### config.mk
export PLATFORM = sky130hd
export DESIGN_NAME = regfile_wb_ctrl
export DESIGN_NICKNAME = d
export VERILOG_FILES = /design/src/rtl/regfile_wb_ctrl_pkg.sv /design/src/rtl/wb_rr_arb2.sv /design/src/rtl/regfile_wb_ctrl.sv
export SDC_FILE = /design/constraint.sdc
export NUM_CORES = 1
export LEC_CHECK = 0
export ABC_AREA = 1
export CORE_MARGIN = 2
export CORE_UTILIZATION = 45
export DETAILED_ROUTE_END_ITERATION = 12
export PLACE_DENSITY = 0.79
export SKIP_LAST_GASP = 1
export SYNTH_ARGS = -nofsm -noshare
export SYNTH_HDL_FRONTEND = slang
export SYNTH_HIERARCHICAL = 1
export SYNTH_SLANG_ARGS = --single-unit
export TNS_END_PERCENT = 1
### constraint.sdc
create_clock -name clk_i -period 3.4 [get_ports clk_i]
set_input_delay 0.68 -clock clk_i [delete_from_list [all_inputs] [get_ports clk_i]]
set_output_delay 0.68 -clock clk_i [all_outputs]
set_load 0.01 [all_outputs]
### src/rtl/regfile_wb_ctrl_pkg.sv
// rtl/regfile_wb_ctrl_pkg.sv - shared widths and write-back source encoding for the write-back controller
package regfile_wb_ctrl_pkg;

    localparam int XLEN      = 32;
    localparam int REG_NUM   = 32;
    localparam int REG_AW    = 5;
    localparam int CNT_W_DEF = 16;

    typedef enum logic {
        WB_SRC_EX  = 1'b0,
        WB_SRC_LSU = 1'b1
    } wb_src_e;

endpackage

### src/rtl/wb_rr_arb2.sv
// rtl/wb_rr_arb2.sv - two-way round-robin arbiter between EX and LSU write-back requests
module wb_rr_arb2
    import regfile_wb_ctrl_pkg::*;
(
    input  logic clk_i,
    input  logic rst_i,
    input  logic ex_valid_i,
    input  logic lsu_valid_i,
    output logic ex_grant_o,
    output logic lsu_grant_o,
    output logic xfer_o
);

    // Reset to 1 so that EX wins the first tie after reset.
    logic last_lsu;

    // Grants are combinational; a lone requester always wins, a tie goes to whoever did not win last.
    always_comb begin
        ex_grant_o  = ex_valid_i  & (~lsu_valid_i | last_lsu);
        lsu_grant_o = lsu_valid_i & (~ex_valid_i  | ~last_lsu);
        xfer_o      = ex_grant_o | lsu_grant_o;
    end

    // Remember the winner of every transfer, tie or not.
    always_ff @(posedge clk_i or posedge rst_i) begin
        if (rst_i) begin
            last_lsu <= 1'b1;
        end else if (xfer_o) begin
            last_lsu <= lsu_grant_o;
        end
    end

endmodule

### src/rtl/regfile_wb_ctrl.sv
// rtl/regfile_wb_ctrl.sv - register-file write-port arbiter, output register and pending-load scoreboard
module regfile_wb_ctrl
    import regfile_wb_ctrl_pkg::*;
#(
    parameter int CNT_W = CNT_W_DEF
) (
    input  logic              clk_i,
    input  logic              rst_i,
    input  logic              ex_wb_valid_i,
    input  logic [REG_AW-1:0] ex_wb_addr_i,
    input  logic [XLEN-1:0]   ex_wb_data_i,
    output logic              ex_wb_ready_o,
    input  logic              lsu_wb_valid_i,
    input  logic [REG_AW-1:0] lsu_wb_addr_i,
    input  logic [XLEN-1:0]   lsu_wb_data_i,
    output logic              lsu_wb_ready_o,
    input  logic              lsu_issue_i,
    input  logic [REG_AW-1:0] lsu_issue_addr_i,
    input  logic [REG_AW-1:0] rs1_addr_i,
    input  logic [REG_AW-1:0] rs2_addr_i,
    output logic              hazard_o,
    output logic              rd_we_o,
    output logic [REG_AW-1:0] rd_addr_o,
    output logic [XLEN-1:0]   rd_data_o,
    output logic [CNT_W-1:0]  conflict_cnt_o
);

    logic              ex_grant;
    logic              lsu_grant;
    logic              xfer;
    logic [REG_AW-1:0] sel_addr;
    logic [XLEN-1:0]   sel_data;
    wb_src_e           wb_src;
    logic [REG_NUM-1:0] pend;
    logic [REG_NUM-1:0] pend_nxt;

    wb_rr_arb2 u_arb (
        .clk_i       (clk_i),
        .rst_i       (rst_i),
        .ex_valid_i  (ex_wb_valid_i),
        .lsu_valid_i (lsu_wb_valid_i),
        .ex_grant_o  (ex_grant),
        .lsu_grant_o (lsu_grant),
        .xfer_o      (xfer)
    );

    // Ready is simply the grant, so at most one requester sees ready per cycle.
    always_comb begin
        ex_wb_ready_o  = ex_grant;
        lsu_wb_ready_o = lsu_grant;
        sel_addr       = lsu_grant ? lsu_wb_addr_i : ex_wb_addr_i;
        sel_data       = lsu_grant ? lsu_wb_data_i : ex_wb_data_i;
    end

    // Register the granted write onto the port; x0 writes are accepted but never enabled.
    always_ff @(posedge clk_i or posedge rst_i) begin
        if (rst_i) begin
            rd_we_o   <= 1'b0;
            rd_addr_o <= '0;
            rd_data_o <= '0;
            wb_src    <= WB_SRC_EX;
        end else if (xfer) begin
            rd_we_o   <= (sel_addr != '0);
            rd_addr_o <= sel_addr;
            rd_data_o <= sel_data;
            wb_src    <= lsu_grant ? WB_SRC_LSU : WB_SRC_EX;
        end else begin
            rd_we_o   <= 1'b0;
        end
    end

    // Next scoreboard: clear on the LSU write reaching the port, set on issue; set wins, x0 never pends.
    always_comb begin
        pend_nxt = pend;
        if (rd_we_o && (wb_src == WB_SRC_LSU)) begin
            pend_nxt[rd_addr_o] = 1'b0;
        end
        if (lsu_issue_i && (lsu_issue_addr_i != '0)) begin
            pend_nxt[lsu_issue_addr_i] = 1'b1;
        end
        pend_nxt[0] = 1'b0;
    end

    // Scoreboard state.
    always_ff @(posedge clk_i or posedge rst_i) begin
        if (rst_i) begin
            pend <= '0;
        end else begin
            pend <= pend_nxt;
        end
    end

    // Stall decode while either source register still awaits its load data.
    always_comb begin
        hazard_o = pend[rs1_addr_i] | pend[rs2_addr_i];
    end

    // Count contention cycles, holding at all-ones instead of wrapping.
    always_ff @(posedge clk_i or posedge rst_i) begin
        if (rst_i) begin
            conflict_cnt_o <= '0;
        end else if (ex_wb_valid_i && lsu_wb_valid_i && (conflict_cnt_o != {CNT_W{1'b1}})) begin
            conflict_cnt_o <= conflict_cnt_o + 1'b1;
        end
    end

endmodule

==> results.py <==
metrics = {
    "global_routing": {
        "grt_overflow": 0,
        "antenna_found_initial": 0,
        "use_met2_pct": 39.5,
        "use_met1_pct": 32.8,
        "grt_max_degree": 42,
        "grt-busiest-layer": "met2",
        "grt_util_met3_pct": 6.25,
        "grt_pass1_wl_um": 23100,
        "track_usage_pct": 25.8,
        "grt_pass1_vias": 4854,
    },
    "route": {
        "drc": 0,
        "drt_wl_total_um": 14300,
        "ant_nets": 0,
        "drtIter0Drc": 315,
        "via_per_inst": 5.35,
        "routedWlPerCell_um": 15.4,
        "drtPass1Iterations": 7,
        "vias": 4980,
    },
    "sta": {
        "hold_viol": 0,
        "fin_crit_sh_pct": 95.6,
        "setup-violations-final": 0,
        "drv_slew": 0,
        "hold_slack_ns": 0.491,
        "setup_ws_ns": 0.150,
        "finalClockSkew_ns": 0.0140,
        "fin_setup_tns_ns": 0,
        "min_period_ns": 3.25,
        "relSlewSlack_pct": 54.2,
        "fmax_ghz": 0.308,
        "worstMarginPinSlew_ns": 0.686,
    },
    "placed_design": {
        "port_buffers": 150,
        "post_dp_cell_area_um2": 6350,
        "pre_cts_slack_ns": 0.203,
        "dp_hpwl_um": 10900,
        "dpl.cell_count": 914,
        "gp_congestion": 0.983,
    },
    "synth": {
        "synth.avg_cell_area_um2": 7.34,
        "synth_area_um2": 4710,
        "synth_seq_area_share_pct": 46.2,
        "ys_types": 31,
        "synth_async_sr_flop_share_pct": 100,
        "ys.flop_type": "dfrtp_1",
        "synth_common_cells": "nand2_1 (162), o21ai_0 (134), dfrtp_1 (86), nand3_1 (81), inv_1 (61)",
        "ys_top_cells_by_area": "dfrtp_1 (46%), o21ai_0 (14%), nand2_1 (13%)",
        "synth_top_cell_by_area": "dfrtp_1",
        "yosys.area.top_type_share_pct": 45.7,
        "synth_most_common_cell": "nand2_1",
        "syn_nets": 737,
        "ys_warn_count": 6,
        "synth_cells": 642,
        "synth_edf_count": 0,
        "synth-seq-cells": 87,
    },
    "layout": {
        "drive_above_1_share_pct": 5.54,
        "finalNetCount": 884,
        "final_core_utilization_pct": 64.0,
        "fillers": 881,
        "area_delta_synth_final_pct": 39.0,
        "stdcell_count": 930,
        "design_area_um2": 6550,
        "antenna_cells": 0,
    },
    "critical_path": {
        "critical_path_class": "in2out",
        "startpoint_type": "input pin",
        "crit_required_ns": 2.72,
        "cp-end-kind": "output pin",
        "worstPathArrival_ns": 2.57,
        "cp_max_fo": 15,
    },
    "clock_network": {
        "clk_pin_slew_ns": 0.09,
        "cts_tree": "done",
        "cts_sinks": 87,
        "htreeDepth": 3,
        "clk_latency_ns": 0.36,
        "post-cts-setup-buffers": 0,
        "cts-root-buf": "clkbuf_8",
        "cts_buffer_depth": 2,
        "numCtsBuffers": 9,
    },
    "die": {
        "die_y_um": 106,
        "start_util_pct": 46.1,
        "die-area_um2": 11300,
        "die_x_um": 106,
        "row_count": 37,
        "pin_count": 151,
        "core_region_area_um2": 10200,
    },
    "min_path": {
        "hp-class": "reg2reg",
    },
    "flow_run": {
        "maxCapViolCount": 0,
    },
    "run_status": {
        "status": "completed",
    },
    "pwr": {
        "total_power_mw": 3.28,
        "p_leak_nw": 2.90,
        "power_density_nw_per_um2": 500,
        "irDropWorstVdd_uv": 205,
    },
}
sequential cells by signal, summed over array words and instances (netlist names):
register	cells
conflict_cnt_o	16
wb_src	1
u_arb/last_lsu	1
rd_data_o	32
pend	31
rd_addr_o	5
rd_we_o	1
logic make-up after synthesis:
kind of cell	synth area share [%]
mux	0.425
compound gates	16.4
flops	46.2
simple gates	27.7
buf+inv	7.70
fa+ha+maj	0.265
xor+xnor	1.30
layout make-up:
cell class	count	area (um2)	share of cell area, %
Sequential cell	87	2180	33.2
Clock inverter	7	72.6	1.11
Timing Repair Buffer	161	1580	24.2
Inverter	64	248	3.78
Clock buffer	9	124	1.89
Multi-Input combinational cell	466	2180	33.2
Tap cell	136	170	2.60
path summary, 6_finish.rpt:
path / startpoint / end / slack [ns] / cells past startpoint
max: rs2_addr_i[0] / hazard_o / 0.15 / 10
min: rd_data_o[20] / rd_data_o[20] / 0.49 / 2
max reg2reg: u_arb/last_lsu / rd_addr_o[4] / 1.57 / 6
min reg2reg: rd_data_o[20] / rd_data_o[20] / 0.49 / 2
max in group asynchronous: rst_i / pend[15] / 1.93 / 3
min in group asynchronous: rst_i / u_arb/last_lsu / 0.70 / 2
critical path: stages:
cell,delay [ns]
clkdlybuf4s50_1,0.54
clkinvlp_4,0.26
nand2_1,0.14
nand3_1,0.07
nand3_1,0.08
nand3_1,0.07
nand3_1,0.08
nand2_1,0.06
nand2_1,0.06
clkdlybuf4s50_1,0.53
timing repair:
item	CTS	global route
hold endpoints to repair	0	0
hold buffers	0	0
resized for setup	0	1
endpoints found under the setup margin	0	1
metal layers:
metal  vias to the layer above  share of wire (%)
met5                         -                  0
met4                         0                5.2
met3                        48                8.2
met2                       255                 46
met1                      2268                 40
li1                       2409                  -
layout by cell type, fill, tap and decap left out, types with 2 or more instances in the layout:
| cell type | instances |
|---|---|
| nand3_2 | 2 |
| nand3_1 | 81 |
| xor2_1 | 3 |
| mux2i_1 | 2 |
| clkdlybuf4s50_1 | 150 |
| nand4_1 | 5 |
| nor3_1 | 4 |
| nand2_1 | 162 |
| o21ai_1 | 8 |
| buf_4 | 11 |
| clkinvlp_4 | 3 |
| clkinv_2 | 3 |
| o21ai_0 | 134 |
| xnor2_1 | 4 |
| clkbuf_8 | 9 |
| o21ai_2 | 4 |
| nor2_1 | 47 |
| inv_1 | 59 |
| dfrtp_1 | 86 |
where the power goes:
group          switching (mW)  internal (mW)  total (mW)
registers               0.260           1.28        1.54
logic                   0.520          0.490        1.01
clock network           0.383          0.341       0.724
(Power assumes the default switching activity.)
